**src/rtl/sht_scan_scheduler.sv**
```systemverilog
// Measurement scheduler for four SHT-style sensors. It starts one channel at a time and
// times out silent channels. It keeps the last good temperature/humidity result of each channel.
module sht_scan_scheduler #(
    parameter int          NCH         = 4,
    parameter logic [23:0] TIMEOUT_CYC = 24'd12000000
) (
    input  logic              CLK,
    input  logic              RST,
    input  logic              EN,
    input  logic [15:0]       PERIOD,
    input  logic [NCH-1:0]    CH_MASK,
    input  logic [NCH-1:0]    DONE,
    input  logic [16*NCH-1:0] TEMP_IN,
    input  logic [16*NCH-1:0] HUMID_IN,
    input  logic [1:0]        RD_CH,
    output logic [NCH-1:0]    START,
    output logic [15:0]       RD_TEMP,
    output logic [15:0]       RD_HUMID,
    output logic [NCH-1:0]    VALID,
    output logic [NCH-1:0]    TERR,
    output logic [1:0]        CUR_CH,
    output logic              IDLE
);

    localparam logic [2:0] S_IDLE  = 3'd0;
    localparam logic [2:0] S_GAP   = 3'd1;
    localparam logic [2:0] S_SCAN  = 3'd2;
    localparam logic [2:0] S_START = 3'd3;
    localparam logic [2:0] S_WAIT  = 3'd4;
    localparam logic [2:0] S_STORE = 3'd5;

    logic [2:0]     state;
    logic [NCH-1:0] scan_mask;
    logic [23:0]    tcnt;
    logic [15:0]    gap_cnt;
    logic           store_ok;
    logic           abort;
    logic [15:0]    temp_q  [NCH];
    logic [15:0]    humid_q [NCH];

    logic           first_hit;
    logic [1:0]     first_idx;
    logic           next_hit;
    logic [1:0]     next_idx;
    logic           done_sel;
    logic           timed_out;

    // NOTE: every always_comb output gets a default first, so no path can infer a latch.
    always_comb begin
        first_hit = 1'b0;
        first_idx = 2'd0;
        next_hit  = 1'b0;
        next_idx  = 2'd0;
        // A descending sweep leaves the lowest qualifying channel as the winner.
        for (int i = NCH - 1; i >= 0; i--) begin
            if (CH_MASK[i]) begin
                first_hit = 1'b1;
                first_idx = 2'(i);
            end
            if (scan_mask[i] && (i > int'(CUR_CH))) begin
                next_hit = 1'b1;
                next_idx = 2'(i);
            end
        end
    end

    assign done_sel  = DONE[CUR_CH];
    assign timed_out = (tcnt >= (TIMEOUT_CYC - 24'd1));

    always_comb begin
        START = '0;
        if (state == S_START)
            START[CUR_CH] = 1'b1;
    end

    assign IDLE     = (state == S_IDLE);
    assign RD_TEMP  = temp_q[RD_CH];
    assign RD_HUMID = humid_q[RD_CH];

    // NOTE: sequential state uses non-blocking assignments only, so each register sees pre-edge values.
    always_ff @(posedge CLK) begin
        if (RST) begin
            state     <= S_IDLE;
            scan_mask <= '0;
            tcnt      <= '0;
            gap_cnt   <= '0;
            store_ok  <= 1'b0;
            abort     <= 1'b0;
            VALID     <= '0;
            TERR      <= '0;
            CUR_CH    <= 2'd0;
            // NOTE: the result file is reset on purpose because software may read it before any scan completes.
            for (int i = 0; i < NCH; i++) begin
                temp_q[i]  <= '0;
                humid_q[i] <= '0;
            end
        end else begin
            case (state)
                S_IDLE: begin
                    if (EN)
                        state <= S_SCAN;
                end

                S_SCAN: begin
                    scan_mask <= CH_MASK;
                    abort     <= 1'b0;
                    if (first_hit) begin
                        CUR_CH <= first_idx;
                        state  <= S_START;
                    end else begin
                        CUR_CH  <= 2'd0;
                        gap_cnt <= PERIOD;
                        state   <= S_GAP;
                    end
                end

                S_START: begin
                    tcnt <= '0;
                    if (!EN)
                        abort <= 1'b1;
                    state <= S_WAIT;
                end

                S_WAIT: begin
                    if (!EN)
                        abort <= 1'b1;
                    if (tcnt != '1)
                        tcnt <= tcnt + 24'd1;
                    // A completion in the timeout cycle still counts as success.
                    if (done_sel) begin
                        store_ok <= 1'b1;
                        state    <= S_STORE;
                    end else if (timed_out) begin
                        store_ok <= 1'b0;
                        state    <= S_STORE;
                    end
                end

                S_STORE: begin
                    if (store_ok) begin
                        temp_q[CUR_CH]  <= TEMP_IN[{CUR_CH, 4'b0000} +: 16];
                        humid_q[CUR_CH] <= HUMID_IN[{CUR_CH, 4'b0000} +: 16];
                        VALID[CUR_CH]   <= 1'b1;
                        TERR[CUR_CH]    <= 1'b0;
                    end else begin
                        VALID[CUR_CH]   <= 1'b0;
                        TERR[CUR_CH]    <= 1'b1;
                    end
                    if (next_hit && EN && !abort) begin
                        CUR_CH <= next_idx;
                        state  <= S_START;
                    end else begin
                        gap_cnt <= PERIOD;
                        state   <= S_GAP;
                    end
                end

                S_GAP: begin
                    if (gap_cnt == 16'd0)
                        state <= EN ? S_SCAN : S_IDLE;
                    else
                        gap_cnt <= gap_cnt - 16'd1;
                end

                default: state <= S_IDLE;
            endcase
        end
    end

endmodule

```
**config.mk**
```make
export PLATFORM = sky130hd
export DESIGN_NAME = sht_scan_scheduler
export DESIGN_NICKNAME = d
export VERILOG_FILES = /design/src/rtl/sht_scan_scheduler.sv
export SDC_FILE = /design/constraint.sdc
export NUM_CORES = 1
export LEC_CHECK = 0
export CAP_MARGIN = 20
export CORE_MARGIN = 2
export CORE_UTILIZATION = 55
export DETAILED_ROUTE_END_ITERATION = 10
export PLACE_DENSITY = 0.86
export SLEW_MARGIN = 20
export SYNTH_ARGS = -nofsm -noshare
export SYNTH_HDL_FRONTEND = slang
export SYNTH_SLANG_ARGS = --single-unit
```
**constraint.sdc**
```tcl
create_clock -name CLK -period 6.6 [get_ports CLK]
set_input_delay 0.99 -clock CLK [delete_from_list [all_inputs] [get_ports CLK]]
set_output_delay 0.99 -clock CLK [all_outputs]
set_load 0.05 [all_outputs]
```
=== After elaboration in Yosys (flattened, before gate mapping) ===
Memories as Yosys holds them, arrays and structs flattened.
Cells that the tools add are included.

* Register bits: 59
* Memory bits (writable): 128
* Output and inout port bits: 47
* Memories: 2

* Add/subtract/negate cells: 2
* $lt $le $gt $ge: 6
* Equality and inequality tests: 15
* Shift operators: 2
* Muxes and demuxes: 54
* Bitwise operators: 5
* Reductions and logical operators: 23

{| class="wikitable"
|+ Memories
! memory !! depth !! bits a word !! read ports !! clocked after memory_dff !! wr ports !! RTL line !! RTL
|-
| humid_q || 4 || 16 || 1 || 0 || 4 || 39 || <nowiki>logic [15:0] humid_q [NCH];</nowiki>
|-
| temp_q || 4 || 16 || 1 || 0 || 4 || 38 || <nowiki>logic [15:0] temp_q [NCH];</nowiki>
|}

{| class="wikitable"
|+ Operators with widths
! cell !! number
|-
| variable part select 64 x 7 -> 16 bit || 2
|-
| 2-to-1 mux 16 bit || 5
|-
| one-hot mux 16 bit (3 select lines) || 1
|-
| one-hot mux 24 bit (2 select lines) || 1
|-
| OR reduction 16 bit || 2
|-
| 2-to-1 mux 2 bit || 14
|-
| adder 24 x 1 -> 24 bit (second input constant) || 1
|-
| greater-or-equal comparator 24 bit (second input constant) || 1
|-
| 2-to-1 mux 24 bit || 1
|-
| != test 24 bit (second input constant) || 1
|-
| 2-to-1 mux 1 bit || 20
|-
| one-hot mux 3 bit (6 select lines) || 1
|-
| logical NOT 16 bit || 1
|-
| != test 2 bit (second input constant) || 8
|-
| subtractor 16 x 1 -> 16 bit (second input constant) || 1
|-
| 2-to-1 mux 3 bit || 4
|-
| 2-to-1 mux 4 bit || 3
|-
| bitwise AND 4 bit || 2
|-
| bitwise OR 4 bit || 2
|-
| AND reduction 2 bit || 4
|-
| nonzero test 2 bit || 4
|-
| == test 3 x 2 -> 1 bit (second input constant) || 2
|-
| == test 3 bit (second input constant) || 2
|-
| logical AND 1 bit || 6
|-
| other kinds (17) || 18
|}

=== Depth between registers and ports, before layout ===
* Depth after elaboration: 9
* Gate-level depth with buffers: 9
* Depth with buffers taken out: 7

=== Least setup slack after synthesis ===
No wires, ideal clock.

* Kind: input port to output port
* Start: input RD_CH[0]
* End: output RD_HUMID[0]
* Arrival time: 2.202 ns
* Data required time: 5.610 ns
* Path slack: 3.408 ns
* Stages on the path: 3
* Cell sequence: clkbuf_1 buf_2 mux4_2

* Word-level cells in the longest chain between the ends: 1

{| class="wikitable"
|+ RTL lines
! item !! RTL line !! RTL
|-
| start: declaration || 15 || <nowiki>input logic [1:0] RD_CH,</nowiki>
|-
| memory (4 x 16 bit) || n/a ||
|-
| end: declaration || 18 || <nowiki>output logic [15:0] RD_HUMID,</nowiki>
|}

Every way passes these cells.

=== Worst setup path after layout ===
* Start: input RD_CH[1]
* End: output RD_TEMP[4]

* Word-level cells in the longest chain between the ends: 1

{| class="wikitable"
|+ RTL lines
! item !! RTL line !! RTL
|-
| memory (4 x 16 bit) || n/a ||
|-
| end: declaration || 17 || <nowiki>output logic [15:0] RD_TEMP,</nowiki>
|}

Every way passes these cells.

==> flow_metrics.env <==
export IMPL_seqCellArea_um2=5010
export IMPL_comb_power_share_pct=21.3
export IMPL_cts_root_buf="clkbuf_16"
export IMPL_die_y_um=135
export IMPL_slowest_delay_ns=0.84
export IMPL_synth_area_um2=9450
export IMPL_synth_top_area_cell="edfxtp_1"
export IMPL_drt_drc_violations_left=0
export IMPL_synth_top_area_share_pct=40.7
export IMPL_yosys_most_used_dff="edfxtp_1"
export IMPL_synthMuxAreaShare_pct=16.3
export IMPL_synthXorXnorAreaFrac_pct=0.741
export IMPL_synthCells=804
export IMPL_worstSetupPathType="input pin to primary output"
export IMPL_finalWirelength_um=24600
export IMPL_maxCapViolCount=0
export IMPL_grt_use_total_pct=27.7
export IMPL_dp_hpwl_um=16700
export IMPL_cts_sinks=186
export IMPL_p_int_mw=2.14
export IMPL_clk_pin_slew_ns=0.07
export IMPL_clock_skew_final_ns=0.00819
export IMPL_switching_share_pct=28.8
export IMPL_seqPwrFrac_pct=43.9
export IMPL_antenna_found_initial=0
export IMPL_clockBufferDepth=2
export IMPL_fin_crit_sh_pct=61.1
export IMPL_synth_top_family_by_area="multiplexers"
export IMPL_syn_nets=963
export IMPL_path_delay_family="buffers and inverters"
export IMPL_synthDistinctLibCells=70
export IMPL_critPathBufInv=3
export IMPL_start_kind="input pin"
export IMPL_clock_fmax_mhz=248
export IMPL_area_growth_pct=29.3
export IMPL_min_period_ns=4.03
export IMPL_setup_viol=0
export IMPL_grt_overflow_total=0
export IMPL_multi_input_area_um2=4020
export IMPL_synth_edf_count=128
export IMPL_synth_seq_cells=186
export IMPL_wl_per_cell_um=20.2
export IMPL_required_ns=5.61
export IMPL_synth_common_cells="163 x nor2_1, 128 x edfxtp_1, 65 x mux4_2"
export IMPL_grt_pass1_wl_um=38500
export IMPL_num_vias=7332
export IMPL_tightest_slew_ns=0.790
export IMPL_ir_drop_uv=217
export IMPL_grt_setup_unrepaired="false"
export IMPL_setup_worst_path_end_class="primary output"
export IMPL_cts_buffers=17
export IMPL_pwr_share_clk_pct=34.8
export IMPL_placed_area_um2=11600
export IMPL_yosys_warnings=0
export IMPL_initial_utilization_pct=56.6
export IMPL_status="complete, no violations"
export IMPL_tns_ns=0
export IMPL_postCtsSetupRepairBufs=0
export IMPL_die_area_um2=18200
export IMPL_power_density_nw_per_um2=246
export IMPL_synthArstFlopShare_pct=0
export IMPL_synthMostInstantiatedCell="nor2_1"
export IMPL_path_max_fanout=32
export IMPL_grt_max_degree=37
export IMPL_place_congestion=0.883
export IMPL_hp_class="flop to flop"
export IMPL_crit_path_top_delay_cell="clkdlybuf4s50_1"
export IMPL_grt_pass1_vias=7261
export IMPL_portBuffers=203
export IMPL_htree_levels=4
export IMPL_slew_violations=0
export IMPL_syn_avg_cell_area_um2=11.8
export IMPL_fill_cells=1118
export IMPL_p_switching_mw=0.864
export IMPL_cts_tree="yes"
export IMPL_cp_cell_sequence="clkdlybuf4s50_1, buf_4, mux4_2, clkdlybuf4s50_1"
export IMPL_synthTopCellsByArea="edfxtp_1 41%, mux4_2 15%, dfxtp_1 12%"
export IMPL_postRouteAntennaNets=0
export IMPL_hold_viol=0
export IMPL_nNetsFinal=1145
export IMPL_diodes=0
export IMPL_vias_per_cell=6.01
export IMPL_core_area_um2=16700
export IMPL_num_io_pins=204
export IMPL_ctsHoldBuffers=0
export IMPL_drt_pass1_iter_count=5
export IMPL_cts_resized=0
export IMPL_synthAdderAreaFrac_pct=0.265
export IMPL_first_iter_violations=615
export IMPL_rows=47
export IMPL_insertion_delay_ns=0.43
export IMPL_cp_arrival_ns=3.04
export IMPL_relSlewSlack_pct=47.4
export IMPL_synth_compound_area_share_pct=9.82
export IMPL_ys_seq_area_share_pct=53.0
export IMPL_drive_gt1_share_pct=14.1
export IMPL_die_w_um=135
export IMPL_final_area_um2=12200
export IMPL_crit_top_cell="clkdlybuf4s50_1"
export IMPL_synthSimpleGateAreaFrac_pct=15.5
export IMPL_leakage_nw=4.40
[layout by cell type, fill, tap and decap left out, drive strengths merged, types with 3 or more instances in the layout]
cell type        n
mux4            65
clkbuf          17
or3              8
nand2b           5
xnor2            8
clkinv           3
nand3           13
a22oi            3
a211oi          10
clkdlybuf4s50  202
nand4            7
nand2           57
o21ai           10
nor2b            3
o311ai          15
inv             56
mux2i            5
nand3b           3
or2              3
a21o             6
nor3            13
edfxtp         128
a21oi           42
nor4            10
nor2           164
buf             14
or4              7
dfxtp           58
nor3b            3
and3             6
o31ai           20
[area by class of cell]
type	count	share of cell area [%]
well taps	220	2.25
flip-flops and latches	186	41.0
multi-input cells	517	32.9
clock buffers	17	3.48
clock inverters	15	1.48
repair buffers	216	17.4
inverters	48	1.47
[path summary, 6_finish.rpt]
check,from,to,slack (ns),cells past startpoint
worst max-delay path,RD_CH[1],RD_TEMP[4],2.57,4
worst min-delay path,scan_mask[1],scan_mask[1],0.47,2
worst max register to register,gap_cnt[0],gap_cnt[1],3.35,7
worst min register to register,scan_mask[1],scan_mask[1],0.47,2
[per-stage QoR]
step / utilization, % / hold slack, ns / power, mW / setup WS, ns / cells
2_1_floorplan: - / 0.437 / 1.75 / 3.41 / 804
5_1_grt: 73.2 / 0.499 / 3.10 / 2.54 / 1219
4_1_cts: 73.1 / 0.473 / 3.01 / 2.32 / 1219
3_3_place_gp: 69.5 / 0.450 / 1.97 / 2.38 / 1187
3_5_place_dp: 69.5 / 0.460 / 1.98 / 2.32 / 1187
6_report: 73.2 / 0.474 / 3.00 / 2.57 / 1219
[state kept, by name (all words and copies together), names as in the netlist, named ones only]
name / count
gap_cnt: 16
tcnt: 24
humid_q: 64
temp_q: 64
scan_mask: 3
CUR_CH: 2
state: 3
store_ok: 1
abort: 1
[power groups by stage]
stage | sequential [mW] | clock, mW | combinational [mW]
after floorplan | 1.33 | 0 | 0.416
after global placement | 1.34 | 0 | 0.627
after detailed placement | 1.34 | 0 | 0.639
after CTS | 1.32 | 1.05 | 0.642
after global routing | 1.32 | 1.09 | 0.685
final | 1.32 | 1.04 | 0.641
[tightest hold or removal path, cell delays in order (launching register included)]
cell and delay (ns):
dfxtp_1 0.32, nand2_1 0.06, a21oi_1 0.06
[metal layers]
metal / up-vias / wire [µm] / GRT usage [%]
li1: 3365 / - / -
met1: 3572 / 9330 / 34.5
met2: 355 / 12500 / 47.2
met3: 40 / 2230 / 6.83
met4: 0 / 536 / 10.1
met5: - / 0 / 0
[logic make-up after synthesis]
| logic type | Yosys count |
|---|---|
| flip-flops | 186 |
| adder cells (fa/ha/maj) | 2 |
| XOR/XNOR | 8 |
| AND/OR/NAND/NOR | 307 |
| AO/OA/AOI/OAI | 128 |
| buffers and inverters | 101 |
| multiplexers | 72 |
(Power assumes the default switching activity.)
